**src/rtl/video_timing_pkg.sv**
```systemverilog
// ----------------------------------------------------------------------------
// video_timing_pkg
// Shared definitions for the raster timing generator:
//   - timing constants for the 640x480@60 and 1280x720@60 modes
//   - vid_ctrl_t, the bundle of control strobes carried through the delay line
//   - h_total / v_total helpers that derive the full line/frame length
// ----------------------------------------------------------------------------
package video_timing_pkg;

    // 640x480@60, 25.175 MHz pixel clock
    localparam int unsigned VGA_H_ACTIVE = 640;
    localparam int unsigned VGA_H_FP     = 16;
    localparam int unsigned VGA_H_SYNC   = 96;
    localparam int unsigned VGA_H_BP     = 48;
    localparam int unsigned VGA_V_ACTIVE = 480;
    localparam int unsigned VGA_V_FP     = 10;
    localparam int unsigned VGA_V_SYNC   = 2;
    localparam int unsigned VGA_V_BP     = 33;

    // 1280x720@60, 74.25 MHz pixel clock
    localparam int unsigned HD_H_ACTIVE = 1280;
    localparam int unsigned HD_H_FP     = 110;
    localparam int unsigned HD_H_SYNC   = 40;
    localparam int unsigned HD_H_BP     = 220;
    localparam int unsigned HD_V_ACTIVE = 720;
    localparam int unsigned HD_V_FP     = 5;
    localparam int unsigned HD_V_SYNC   = 5;
    localparam int unsigned HD_V_BP     = 20;

    typedef struct packed {
        logic hsync;
        logic vsync;
        logic de;
        logic frame_start;
        logic line_start;
    } vid_ctrl_t;

    localparam int unsigned CTRL_W = $bits(vid_ctrl_t);

    function automatic int unsigned h_total(input int unsigned active, input int unsigned fp,
                                            input int unsigned sync, input int unsigned bp);
        return active + fp + sync + bp;
    endfunction

    function automatic int unsigned v_total(input int unsigned active, input int unsigned fp,
                                            input int unsigned sync, input int unsigned bp);
        return active + fp + sync + bp;
    endfunction

endpackage

```
**src/rtl/video_timing_if.sv**
```systemverilog
// ----------------------------------------------------------------------------
// video_timing_if
// Raster timing bundle from the timing generator to its consumers
// (pixel generators and the TMDS encoder).
//   pos_x/pos_y  : current raster coordinates (undelayed)
//   hsync/vsync  : sync strobes at their configured polarity (delayed)
//   de           : active-video enable (delayed)
//   frame_start  : pulse at pixel (0,0) (delayed)
//   line_start   : pulse at h=0 of every line (delayed)
//   frame_cnt    : frames completed, free-running 16-bit
// master = the generator, slave = a consumer.
// ----------------------------------------------------------------------------
interface video_timing_if #(
    parameter int unsigned CW = 12
) ();
    logic [CW-1:0] pos_x;
    logic [CW-1:0] pos_y;
    logic          hsync;
    logic          vsync;
    logic          de;
    logic          frame_start;
    logic          line_start;
    logic [15:0]   frame_cnt;

    modport master (
        output pos_x, pos_y, hsync, vsync, de, frame_start, line_start, frame_cnt
    );

    modport slave (
        input pos_x, pos_y, hsync, vsync, de, frame_start, line_start, frame_cnt
    );
endinterface

```
**src/rtl/sync_delay_line.sv**
```systemverilog
// ----------------------------------------------------------------------------
// sync_delay_line
// DEPTH-stage shift register for the video control strobes. Advances only
// when i_ce is high; synchronous active-low reset loads every tap with
// i_rst_val so sync outputs come out of reset at their inactive level.
// DEPTH = 0 is a straight wire.
//   i_pix_clk  : pixel clock
//   i_rst_n    : synchronous active-low reset
//   i_ce       : pixel enable
//   i_din      : control word in (vid_ctrl_t)
//   i_rst_val  : value loaded into every tap on reset
//   o_dout     : control word out, DEPTH enabled cycles later
// ----------------------------------------------------------------------------
module sync_delay_line
    import video_timing_pkg::*;
#(
    parameter int unsigned WIDTH = CTRL_W,
    parameter int unsigned DEPTH = 0
) (
    input  logic             i_pix_clk,
    input  logic             i_rst_n,
    input  logic             i_ce,
    input  logic [WIDTH-1:0] i_din,
    input  logic [WIDTH-1:0] i_rst_val,
    output logic [WIDTH-1:0] o_dout
);

    if (DEPTH == 0) begin : g_direct
        logic w_unused;
        assign w_unused = ^{i_pix_clk, i_rst_n, i_ce, i_rst_val};
        assign o_dout   = i_din;
    end else begin : g_taps
        logic [WIDTH-1:0] r_taps [DEPTH];

        always_ff @(posedge i_pix_clk) begin
            if (!i_rst_n) begin
                for (int i = 0; i < int'(DEPTH); i++) begin
                    r_taps[i] <= i_rst_val;
                end
            end else if (i_ce) begin
                r_taps[0] <= i_din;
                for (int i = 1; i < int'(DEPTH); i++) begin
                    r_taps[i] <= r_taps[i-1];
                end
            end
        end

        assign o_dout = r_taps[DEPTH-1];
    end

endmodule

```
**src/rtl/video_timing_gen.sv**
```systemverilog
// ----------------------------------------------------------------------------
// video_timing_gen
// Raster timing generator: horizontal/vertical counters, registered
// coordinates, sync/de strobes, frame/line start pulses and a frame counter.
// The control strobes pass through a PIPE_DLY-deep delay line so they line up
// with rgb computed downstream from the (undelayed) coordinates.
//   i_pix_clk : pixel clock
//   i_rst_n   : synchronous active-low reset
//   i_ce      : pixel enable; low freezes all state
//   o_vid     : video_timing_if master (pos_x/pos_y, hsync, vsync, de,
//               frame_start, line_start, frame_cnt)
// ----------------------------------------------------------------------------
module video_timing_gen
    import video_timing_pkg::*;
#(
    parameter int unsigned H_ACTIVE = VGA_H_ACTIVE,
    parameter int unsigned H_FP     = VGA_H_FP,
    parameter int unsigned H_SYNC   = VGA_H_SYNC,
    parameter int unsigned H_BP     = VGA_H_BP,
    parameter int unsigned V_ACTIVE = VGA_V_ACTIVE,
    parameter int unsigned V_FP     = VGA_V_FP,
    parameter int unsigned V_SYNC   = VGA_V_SYNC,
    parameter int unsigned V_BP     = VGA_V_BP,
    parameter bit          HS_POL   = 1'b0,
    parameter bit          VS_POL   = 1'b0,
    parameter int unsigned PIPE_DLY = 0,
    parameter int unsigned CW       = 12
) (
    input  logic           i_pix_clk,
    input  logic           i_rst_n,
    input  logic           i_ce,
    video_timing_if.master o_vid
);

    localparam int unsigned H_TOTAL = h_total(H_ACTIVE, H_FP, H_SYNC, H_BP);
    localparam int unsigned V_TOTAL = v_total(V_ACTIVE, V_FP, V_SYNC, V_BP);

    if (H_FP == 0 || H_SYNC == 0 || H_BP == 0 || V_FP == 0 || V_SYNC == 0 || V_BP == 0)
    begin : g_err_zero
        $error("video_timing_gen: porch and sync widths must be non-zero");
    end
    if (64'(H_TOTAL) >= (64'd1 << CW) || 64'(V_TOTAL) >= (64'd1 << CW)) begin : g_err_cw
        $error("video_timing_gen: H_TOTAL/V_TOTAL do not fit in CW bits");
    end
    if (PIPE_DLY > 15) begin : g_err_dly
        $error("video_timing_gen: PIPE_DLY must be 0..15");
    end

    localparam logic [CW-1:0] H_LAST   = CW'(H_TOTAL - 1);
    localparam logic [CW-1:0] V_LAST   = CW'(V_TOTAL - 1);
    localparam logic [CW-1:0] H_ACT    = CW'(H_ACTIVE);
    localparam logic [CW-1:0] V_ACT    = CW'(V_ACTIVE);
    localparam logic [CW-1:0] HS_START = CW'(H_ACTIVE + H_FP);
    localparam logic [CW-1:0] HS_END   = CW'(H_ACTIVE + H_FP + H_SYNC);
    localparam logic [CW-1:0] VS_START = CW'(V_ACTIVE + V_FP);
    localparam logic [CW-1:0] VS_END   = CW'(V_ACTIVE + V_FP + V_SYNC);

    // Syncs reset to their inactive level, everything else to 0.
    localparam vid_ctrl_t CTRL_RST = vid_ctrl_t'{
        hsync:       ~HS_POL,
        vsync:       ~VS_POL,
        de:          1'b0,
        frame_start: 1'b0,
        line_start:  1'b0
    };

    logic [CW-1:0] r_h_cnt;
    logic [CW-1:0] r_v_cnt;
    logic [15:0]   r_frame_cnt;
    logic [CW-1:0] r_pos_x;
    logic [CW-1:0] r_pos_y;
    vid_ctrl_t     r_ctrl;

    logic          w_h_wrap;
    logic          w_v_wrap;
    logic [CW-1:0] w_h_next;
    logic [CW-1:0] w_v_next;
    logic [15:0]   w_fc_next;
    vid_ctrl_t     w_ctrl;
    vid_ctrl_t     w_ctrl_dly;

    // Counter next-state and the control word decoded from the current count.
    always_comb begin
        w_h_wrap  = (r_h_cnt == H_LAST);
        w_v_wrap  = (r_v_cnt == V_LAST);
        w_h_next  = w_h_wrap ? '0 : r_h_cnt + 1'b1;
        w_v_next  = r_v_cnt;
        w_fc_next = r_frame_cnt;
        if (w_h_wrap) begin
            w_v_next = w_v_wrap ? '0 : r_v_cnt + 1'b1;
            if (w_v_wrap) begin
                w_fc_next = r_frame_cnt + 16'd1;
            end
        end

        w_ctrl             = CTRL_RST;
        w_ctrl.de          = (r_h_cnt < H_ACT) && (r_v_cnt < V_ACT);
        w_ctrl.hsync       = ((r_h_cnt >= HS_START) && (r_h_cnt < HS_END)) ? HS_POL : ~HS_POL;
        // v_cnt only moves on the h wrap, so vsync is naturally line-granular.
        w_ctrl.vsync       = ((r_v_cnt >= VS_START) && (r_v_cnt < VS_END)) ? VS_POL : ~VS_POL;
        w_ctrl.frame_start = (r_h_cnt == '0) && (r_v_cnt == '0);
        w_ctrl.line_start  = (r_h_cnt == '0);
    end

    always_ff @(posedge i_pix_clk) begin
        if (!i_rst_n) begin
            r_h_cnt     <= '0;
            r_v_cnt     <= '0;
            r_frame_cnt <= '0;
            r_pos_x     <= '0;
            r_pos_y     <= '0;
            r_ctrl      <= CTRL_RST;
        end else if (i_ce) begin
            r_h_cnt     <= w_h_next;
            r_v_cnt     <= w_v_next;
            r_frame_cnt <= w_fc_next;
            r_pos_x     <= r_h_cnt;
            r_pos_y     <= r_v_cnt;
            r_ctrl      <= w_ctrl;
        end
    end

    sync_delay_line #(
        .WIDTH (CTRL_W),
        .DEPTH (PIPE_DLY)
    ) u_sync_delay_line (
        .i_pix_clk (i_pix_clk),
        .i_rst_n   (i_rst_n),
        .i_ce      (i_ce),
        .i_din     (r_ctrl),
        .i_rst_val (CTRL_RST),
        .o_dout    (w_ctrl_dly)
    );

    assign o_vid.pos_x       = r_pos_x;
    assign o_vid.pos_y       = r_pos_y;
    assign o_vid.frame_cnt   = r_frame_cnt;
    assign o_vid.hsync       = w_ctrl_dly.hsync;
    assign o_vid.vsync       = w_ctrl_dly.vsync;
    assign o_vid.de          = w_ctrl_dly.de;
    assign o_vid.frame_start = w_ctrl_dly.frame_start;
    assign o_vid.line_start  = w_ctrl_dly.line_start;

endmodule

```
**src/flat_wrapper.sv**
```systemverilog
// flat-port wrapper written by rule: the top's interface ports become plain ports
module video_timing_gen_flat import video_timing_pkg::*;
#(
    parameter int unsigned H_ACTIVE = VGA_H_ACTIVE,
    parameter int unsigned H_FP     = VGA_H_FP,
    parameter int unsigned H_SYNC   = VGA_H_SYNC,
    parameter int unsigned H_BP     = VGA_H_BP,
    parameter int unsigned V_ACTIVE = VGA_V_ACTIVE,
    parameter int unsigned V_FP     = VGA_V_FP,
    parameter int unsigned V_SYNC   = VGA_V_SYNC,
    parameter int unsigned V_BP     = VGA_V_BP,
    parameter bit          HS_POL   = 1'b0,
    parameter bit          VS_POL   = 1'b0,
    parameter int unsigned PIPE_DLY = 0,
    parameter int unsigned CW       = 12
)
  (i_pix_clk, i_rst_n, i_ce, o_vid_pos_x, o_vid_pos_y, o_vid_hsync, o_vid_vsync, o_vid_de, o_vid_frame_start, o_vid_line_start, o_vid_frame_cnt);
  video_timing_if #(.CW(CW)) o_vid_i ();
  input  logic i_pix_clk;
  input  logic i_rst_n;
  input  logic i_ce;
  output wire logic [$bits(o_vid_i.pos_x)-1:0] o_vid_pos_x;
  output wire logic [$bits(o_vid_i.pos_y)-1:0] o_vid_pos_y;
  output wire logic [$bits(o_vid_i.hsync)-1:0] o_vid_hsync;
  output wire logic [$bits(o_vid_i.vsync)-1:0] o_vid_vsync;
  output wire logic [$bits(o_vid_i.de)-1:0] o_vid_de;
  output wire logic [$bits(o_vid_i.frame_start)-1:0] o_vid_frame_start;
  output wire logic [$bits(o_vid_i.line_start)-1:0] o_vid_line_start;
  output wire logic [$bits(o_vid_i.frame_cnt)-1:0] o_vid_frame_cnt;
  assign o_vid_pos_x = o_vid_i.pos_x;
  assign o_vid_pos_y = o_vid_i.pos_y;
  assign o_vid_hsync = o_vid_i.hsync;
  assign o_vid_vsync = o_vid_i.vsync;
  assign o_vid_de = o_vid_i.de;
  assign o_vid_frame_start = o_vid_i.frame_start;
  assign o_vid_line_start = o_vid_i.line_start;
  assign o_vid_frame_cnt = o_vid_i.frame_cnt;
  video_timing_gen #(.H_ACTIVE(H_ACTIVE), .H_FP(H_FP), .H_SYNC(H_SYNC), .H_BP(H_BP), .V_ACTIVE(V_ACTIVE), .V_FP(V_FP), .V_SYNC(V_SYNC), .V_BP(V_BP), .HS_POL(HS_POL), .VS_POL(VS_POL), .PIPE_DLY(PIPE_DLY), .CW(CW)) u_core (.i_pix_clk(i_pix_clk), .i_rst_n(i_rst_n), .i_ce(i_ce), .o_vid(o_vid_i));
endmodule
```
**config.mk**
```make
export PLATFORM = sky130hd
export DESIGN_NAME = video_timing_gen_flat
export DESIGN_NICKNAME = d
export VERILOG_FILES = /design/src/rtl/video_timing_pkg.sv /design/src/rtl/video_timing_if.sv /design/src/rtl/sync_delay_line.sv /design/src/rtl/video_timing_gen.sv /design/src/flat_wrapper.sv
export SDC_FILE = /design/constraint.sdc
export NUM_CORES = 1
export LEC_CHECK = 0
export CAP_MARGIN = 20
export CORE_MARGIN = 2
export CORE_UTILIZATION = 54
export DETAILED_ROUTE_END_ITERATION = 16
export PLACE_DENSITY = 0.88
export SLEW_MARGIN = 20
export SYNTH_ARGS = -nofsm -noshare
export SYNTH_HDL_FRONTEND = slang
export SYNTH_HIERARCHICAL = 1
export SYNTH_SLANG_ARGS = --single-unit
```
**constraint.sdc**
```tcl
create_clock -name i_pix_clk -period 2.7 [get_ports i_pix_clk]
set_input_delay 0.405 -clock i_pix_clk [delete_from_list [all_inputs] [get_ports i_pix_clk]]
set_output_delay 0.405 -clock i_pix_clk [all_outputs]
set_load 0.1 [all_outputs]
```
==> impl_metrics.py, run 1 <==
metrics = {
    "power_and_ir_drop": {
        "power_frac_seq_pct": 52.2,
        "power_w": 0.00197,
        "power_switching_w": 0.000474,
        "combPwrFrac_pct": 5.6,
        "vdd_drop_max_mv": 0.344,
        "leakagePower_nw": 1.50,
        "internal-power_w": 0.00150,
        "switching_share_pct": 24.0,
        "clkPwrFrac_pct": 42.2,
        "p_per_area_nw_per_um2": 523,
    },
    "place": {
        "globalplace.congestion": 0.892,
        "dp_hpwl_mm": 5.30,
        "port_buffers": 47,
    },
    "grt": {
        "grt_pass1_vias": 2643,
        "grtUsageMet3_pct": 7.58,
        "overflow": 0,
        "grt_pass1_wl_mm": 12.7,
        "top_usage_layer": "met2",
        "antenna_found_initial": 0,
        "grtUsageMet2_pct": 39.7,
        "met1_usage_pct": 32.8,
        "grt_max_degree": 41,
        "grt.total_usage_pct": 25.1,
    },
    "setup_path": {
        "worstSetupEndpointType": "flip-flop",
        "crit_type": "reg2reg",
        "worstPathArrival_ns": 2.55,
        "start_kind": "flip-flop",
        "required_ns": 2.99,
        "cp_max_fo": 13,
    },
    "cts": {
        "cts_hold_buf": 0,
        "clockBufferDepth": 2,
        "post_cts_buffers": 0,
        "cts.repair.resized": 0,
        "ctsHtreeMaxLevel": 3,
        "clock_latency_ns": 0.35,
        "clock_sinks": 69,
        "cts_tree": "done",
        "path_clk_slew_ns": 0.08,
        "root_buffer": "clkbuf_8",
        "cts_buffers": 9,
    },
    "timing": {
        "post-route-period-util_pct": 83.7,
        "tightest_slew_ns": 0.514,
        "fin_crit_ns": 2.26,
        "final_hold_viol_count": 0,
        "maxSlewHeadroom_pct": 65.3,
        "fmax_mhz": 443,
        "final-setup-viol-count": 0,
        "rsz0062_at_grt": "no",
        "tns_ns": 0,
        "skew_ns": 0.0120,
        "drv_slew": 0,
    },
    "job": {
        "drv_cap": 0,
    },
    "die": {
        "row_count": 28,
        "fp.coreArea_um2": 5890,
        "die_area_um2": 6660,
        "initial_utilization_pct": 55.3,
        "die_height_um": 81.6,
        "ioPinCount": 48,
        "die_x_um": 81.6,
    },
    "synthesis": {
        "avgSynthCellArea_um2": 8.79,
        "postSynthCellCount": 370,
        "ys.warnings.count": 6,
        "synth_nets": 378,
        "synth_area_um2": 3250,
    },
    "detailed_routing": {
        "dr.pass1.iters": 6,
        "ant_nets": 0,
        "vias": 2933,
        "drc_errors": 0,
        "wl_per_cell_um": 16.3,
        "drt_iter0_markers": 247,
        "viasPerCell": 6.12,
        "drt-total-wl_mm": 7.82,
    },
    "layout": {
        "area_growth_pct": 16.1,
        "ff_latch_area_um2": 1380,
        "multiInputGateArea_um2": 1670,
        "drive_gt1_share_pct": 17.6,
        "finish.net_count": 408,
        "antenna_cells": 0,
        "nFillCells": 490,
    },
    "outcome": {
        "status": "finished clean",
    },
    "hold_path": {
        "hp-class": "reg2reg",
    },
}
-- cell type report --
| type | count | share of cell area [%] |
|---|---|---|
| clock buffers | 11 | 3.75 |
| clock inverters | 4 | 1.29 |
| inverters | 10 | 0.994 |
| multi-input cells | 257 | 44.3 |
| flip-flops and latches | 69 | 36.6 |
| well taps | 75 | 2.49 |
| repair buffers | 53 | 10.5 |
-- stage by stage --
stage          util, %  cell area [um^2]  setup WS [ns]  hold slack [ns]  instances
2_1_floorplan        -              3250          0.410            0.451        370
3_3_place_gp      60.9              3580          0.566            0.464        464
3_5_place_dp      60.9              3580          0.479            0.475        464
4_1_cts           64.1              3770          0.469            0.487        479
5_1_grt           64.1              3770          0.320            0.513        479
6_report          64.1              3770          0.440            0.483        479
-- final timing paths --
kind                                                  end                      startpoint  cells past startpoint  slack, ns
setup / recovery  u_core/o_vid.frame_cnt[15]$_SDFFE_PN0P_  u_core/r_h_cnt[0]$_SDFFE_PN0P_                      5       0.44
hold / removal              u_core/r_ctrl[2]$_SDFFE_PN0P_   u_core/r_ctrl[2]$_SDFFE_PN0P_                      2       0.48
setup reg to reg  u_core/o_vid.frame_cnt[15]$_SDFFE_PN0P_  u_core/r_h_cnt[0]$_SDFFE_PN0P_                      5       0.44
hold reg to reg             u_core/r_ctrl[2]$_SDFFE_PN0P_   u_core/r_ctrl[2]$_SDFFE_PN0P_                      2       0.48
-- state kept, by name, summed over array words and instances (netlist names) --
name	cells
u_core/r_v_cnt	12
u_core/r_h_cnt	12
u_core/r_ctrl	5
u_core/o_vid.pos_y	12
u_core/o_vid.pos_x	12
u_core/o_vid.frame_cnt	16
-- power groups by stage --
| stage | Clock (W) | Combinational (W) | Sequential [W] |
|---|---|---|---|
| after floorplan | 0 | 0.0000828 | 0.00106 |
| final | 0.000833 | 0.000111 | 0.00103 |
| after global placement | 0 | 0.000108 | 0.00105 |
| after detailed placement | 0 | 0.000111 | 0.00105 |
| after global routing | 0.000888 | 0.000119 | 0.00103 |
| after CTS | 0.000844 | 0.000111 | 0.00103 |
-- routing by layer --
metal / share of wire (%) / up-vias / routed length, um
met5: 0 / - / 0
met4: 1.8 / 0 / 139
met3: 6.7 / 16 / 522
met2: 47 / 116 / 3650
met1: 45 / 1400 / 3510
li1: - / 1401 / -
-- layout by cell type, fill, tap and decap left out, drive strengths merged, types with 11 or more instances in the layout --
cell / count
clkbuf: 11
nand2: 23
nor2: 38
nand4: 21
nand3: 15
mux2i: 26
nand2b: 16
buf: 52
dfxtp: 69
a21oi: 19
-- worst max-delay path, stage by stage (launching register included) --
cell     delay, ns
dfxtp_1       0.43
ha_1          0.23
and4_1        0.34
nand4_1       0.42
or4_1         0.62
a21oi_1       0.14
Power figures use the tool's default switching activity.
==> inputs of run 2 (changes only) <==
==> constraint.sdc (replaced) <==
create_clock -name i_pix_clk -period 2.15 [get_ports i_pix_clk]
set_input_delay 0.3225 -clock i_pix_clk [delete_from_list [all_inputs] [get_ports i_pix_clk]]
set_output_delay 0.3225 -clock i_pix_clk [all_outputs]
set_load 0.1 [all_outputs]
==> run 2 against run 1 <==
Against the previous run:
- combinational power is 32% higher
- global-route usage rose by 0.17 points
- via count rose by 2.4%
- utilization rose by 4.3 points
- die area unchanged
- first-iteration DRC count up 45%
- non-clock buffer count up 20
- critical endpoint is now u_core/o_vid.frame_cnt[9]$_SDFFE_PN0P_
- highest routed layer unchanged
==> impl_metrics.py, run 2 (same netlist as run 1, synthesis figures left out) <==
metrics = {
    "outcome": {
        "status": "finished clean",
    },
    "grt": {
        "grt_max_degree": 35,
        "antenna_found_initial": 0,
        "overflow": 0,
        "grt_pass1_vias": 2684,
        "grt_pass1_wl_mm": 12.9,
        "grt.total_usage_pct": 25.3,
    },
    "layout": {
        "antenna_cells": 0,
        "finish.net_count": 428,
        "multiInputGateArea_um2": 1690,
        "nFillCells": 440,
        "final_common_cell": "buf_4",
        "ff_latch_area_um2": 1390,
        "layout_common_cells": "buf_4 (70), dfxtp_1 (63), nor2_1 (38)",
        "area_growth_pct": 23.9,
        "largest_reg_flops": 16,
        "drive_gt1_share_pct": 22.8,
    },
    "power_and_ir_drop": {
        "vdd_drop_max_mv": 0.610,
        "clkPwrFrac_pct": 48.8,
        "p_per_area_nw_per_um2": 698,
        "internal-power_w": 0.00222,
        "switching_share_pct": 21.0,
        "combPwrFrac_pct": 5.2,
        "leakagePower_nw": 1.65,
        "power_frac_seq_pct": 46.0,
        "power_switching_w": 0.000591,
    },
    "die": {
        "die_x_um": 81.6,
        "die_height_um": 81.6,
        "initial_utilization_pct": 55.3,
        "row_count": 28,
        "die_area_um2": 6660,
        "ioPinCount": 48,
        "fp.coreArea_um2": 5890,
    },
    "setup_path": {
        "slowest_stage": "dfxtp_1",
        "cp_max_fo": 11,
        "path_cells": "ha_1, and4_2, nand4_1, buf_4, o311ai_0, o41ai_1",
        "r2r_cells": 6,
        "required_ns": 2.38,
        "path_depth": 6,
        "crit_family": "simple AND/OR/NAND/NOR gates",
        "worstPathArrival_ns": 2.20,
        "start_kind": "flip-flop",
        "crit_path_max_incr_delay_ns": 0.43,
        "crit_buf_inv": 1,
        "worstSetupEndpointType": "flip-flop",
        "crit_type": "reg2reg",
    },
    "detailed_routing": {
        "dr.pass1.iters": 5,
        "ant_nets": 0,
        "vias": 3003,
        "wl_per_cell_um": 16.2,
        "drt_iter0_markers": 358,
        "viasPerCell": 6.01,
        "drt-total-wl_mm": 8.08,
        "drc_errors": 0,
    },
    "hold_path": {
        "hp-class": "in2reg",
        "min_path_cells": 4,
    },
    "timing": {
        "maxSlewHeadroom_pct": 60.6,
        "drv_slew": 0,
        "fin_crit_ns": 1.97,
        "worst_slack_ns": 0.183,
        "final-setup-viol-count": 0,
        "fmax_mhz": 508,
        "rsz0062_at_grt": "no",
        "tightest_slew_ns": 0.583,
        "tns_ns": 0,
        "post-route-period-util_pct": 91.5,
        "final_hold_viol_count": 0,
        "skew_ns": 0.0112,
    },
    "place": {
        "pre_cts_slack_ns": 0.103,
        "port_buffers": 47,
        "dp_hpwl_mm": 5.44,
        "globalplace.congestion": 0.890,
    },
    "cts": {
        "cts_tree": "done",
        "clockBufferDepth": 2,
        "path_clk_slew_ns": 0.07,
        "clock_latency_ns": 0.35,
        "root_buffer": "clkbuf_8",
        "ctsHtreeMaxLevel": 3,
        "cts_buffers": 9,
        "clock_sinks": 69,
    },
    "job": {
        "drv_cap": 0,
    },
}
-- run 2: cell types whose count changed in the layout (fill, tap and decap cells not counted), sizes merged --
cell and change:
bufinv +3, clkinv -3, buf +20, clkbuf +1
-- run 2: power groups by stage --
stage	sequential (W)	clock (W)	combinational (W)
5_1_grt	0.00129	0.00144	0.000156
4_1_cts	0.00129	0.00139	0.000144
6_report	0.00129	0.00137	0.000146
3_5_place_dp	0.00132	0	0.000144
2_1_floorplan	0.00133	0	0.000104
3_3_place_gp	0.00132	0	0.000141
-- run 2: timing repair --
item	4_1_cts	5_1_grt
buffers inserted	0	1
hold buffers	0	0
resized for setup	0	3
endpoints found under the setup margin	0	14
-- run 2: path summary, 6_finish.rpt --
| path | from | end | slack [ns] |
|---|---|---|---|
| setup / recovery | u_core/r_h_cnt[0]$_SDFFE_PN0P_ | u_core/o_vid.frame_cnt[9]$_SDFFE_PN0P_ | 0.18 |
| hold / removal | i_ce | u_core/o_vid.frame_cnt[12]$_SDFFE_PN0P_ | 0.45 |
| setup reg to reg | u_core/r_h_cnt[0]$_SDFFE_PN0P_ | u_core/o_vid.frame_cnt[9]$_SDFFE_PN0P_ | 0.18 |
| hold reg to reg | u_core/r_ctrl[0]$_SDFFE_PN0P_ | u_core/r_ctrl[0]$_SDFFE_PN0P_ | 0.48 |
-- run 2: routing by layer --
layer	vias to the layer above	GRT usage, %	part of all wire, %
li1	1432	-	-
met1	1411	33.7	43
met2	141	39.2	47
met3	19	5.49	7.2
met4	0	11.5	2.3
met5	-	0	0
-- run 2: cell type report --
| type | count | area share, % |
|---|---|---|
| flip-flops and latches | 69 | 34.5 |
| clock inverters | 4 | 2.98 |
| well taps | 75 | 2.33 |
| clock buffers | 12 | 3.36 |
| repair buffers | 73 | 13.9 |
| inverters | 10 | 0.932 |
| multi-input cells | 257 | 42.0 |
-- run 2: worst min-delay path: stages --
cell	delay [ns]
buf_2	0.11
nor4b_4	0.16
nand4_1	0.09
o41ai_1	0.07
-- run 2: stage by stage --
step                      hold slack [ns]  instances  area [um^2]  total power (W)  util, %
after detailed placement            0.472        483         3750          0.00147     63.7
after floorplan                     0.451        370         3260          0.00144        -
after global placement              0.464        483         3750          0.00146     63.7
after global routing                0.464        500         4030          0.00288     68.4
after CTS                           0.482        499         4000          0.00282     68.0
final                               0.447        500         4030          0.00281     68.4
==> inputs of run 3 (changes only) <==
--- a/config.mk
+++ b/config.mk
@@ -5,6 +5,7 @@
 export SDC_FILE = /design/constraint.sdc
 export NUM_CORES = 1
 export LEC_CHECK = 0
+export ABC_AREA = 0
 export CAP_MARGIN = 20
 export CORE_MARGIN = 2
 export CORE_UTILIZATION = 54
==> results of run 3 <==
No change in the layout: final DEF, timing and power equal those of run 2.
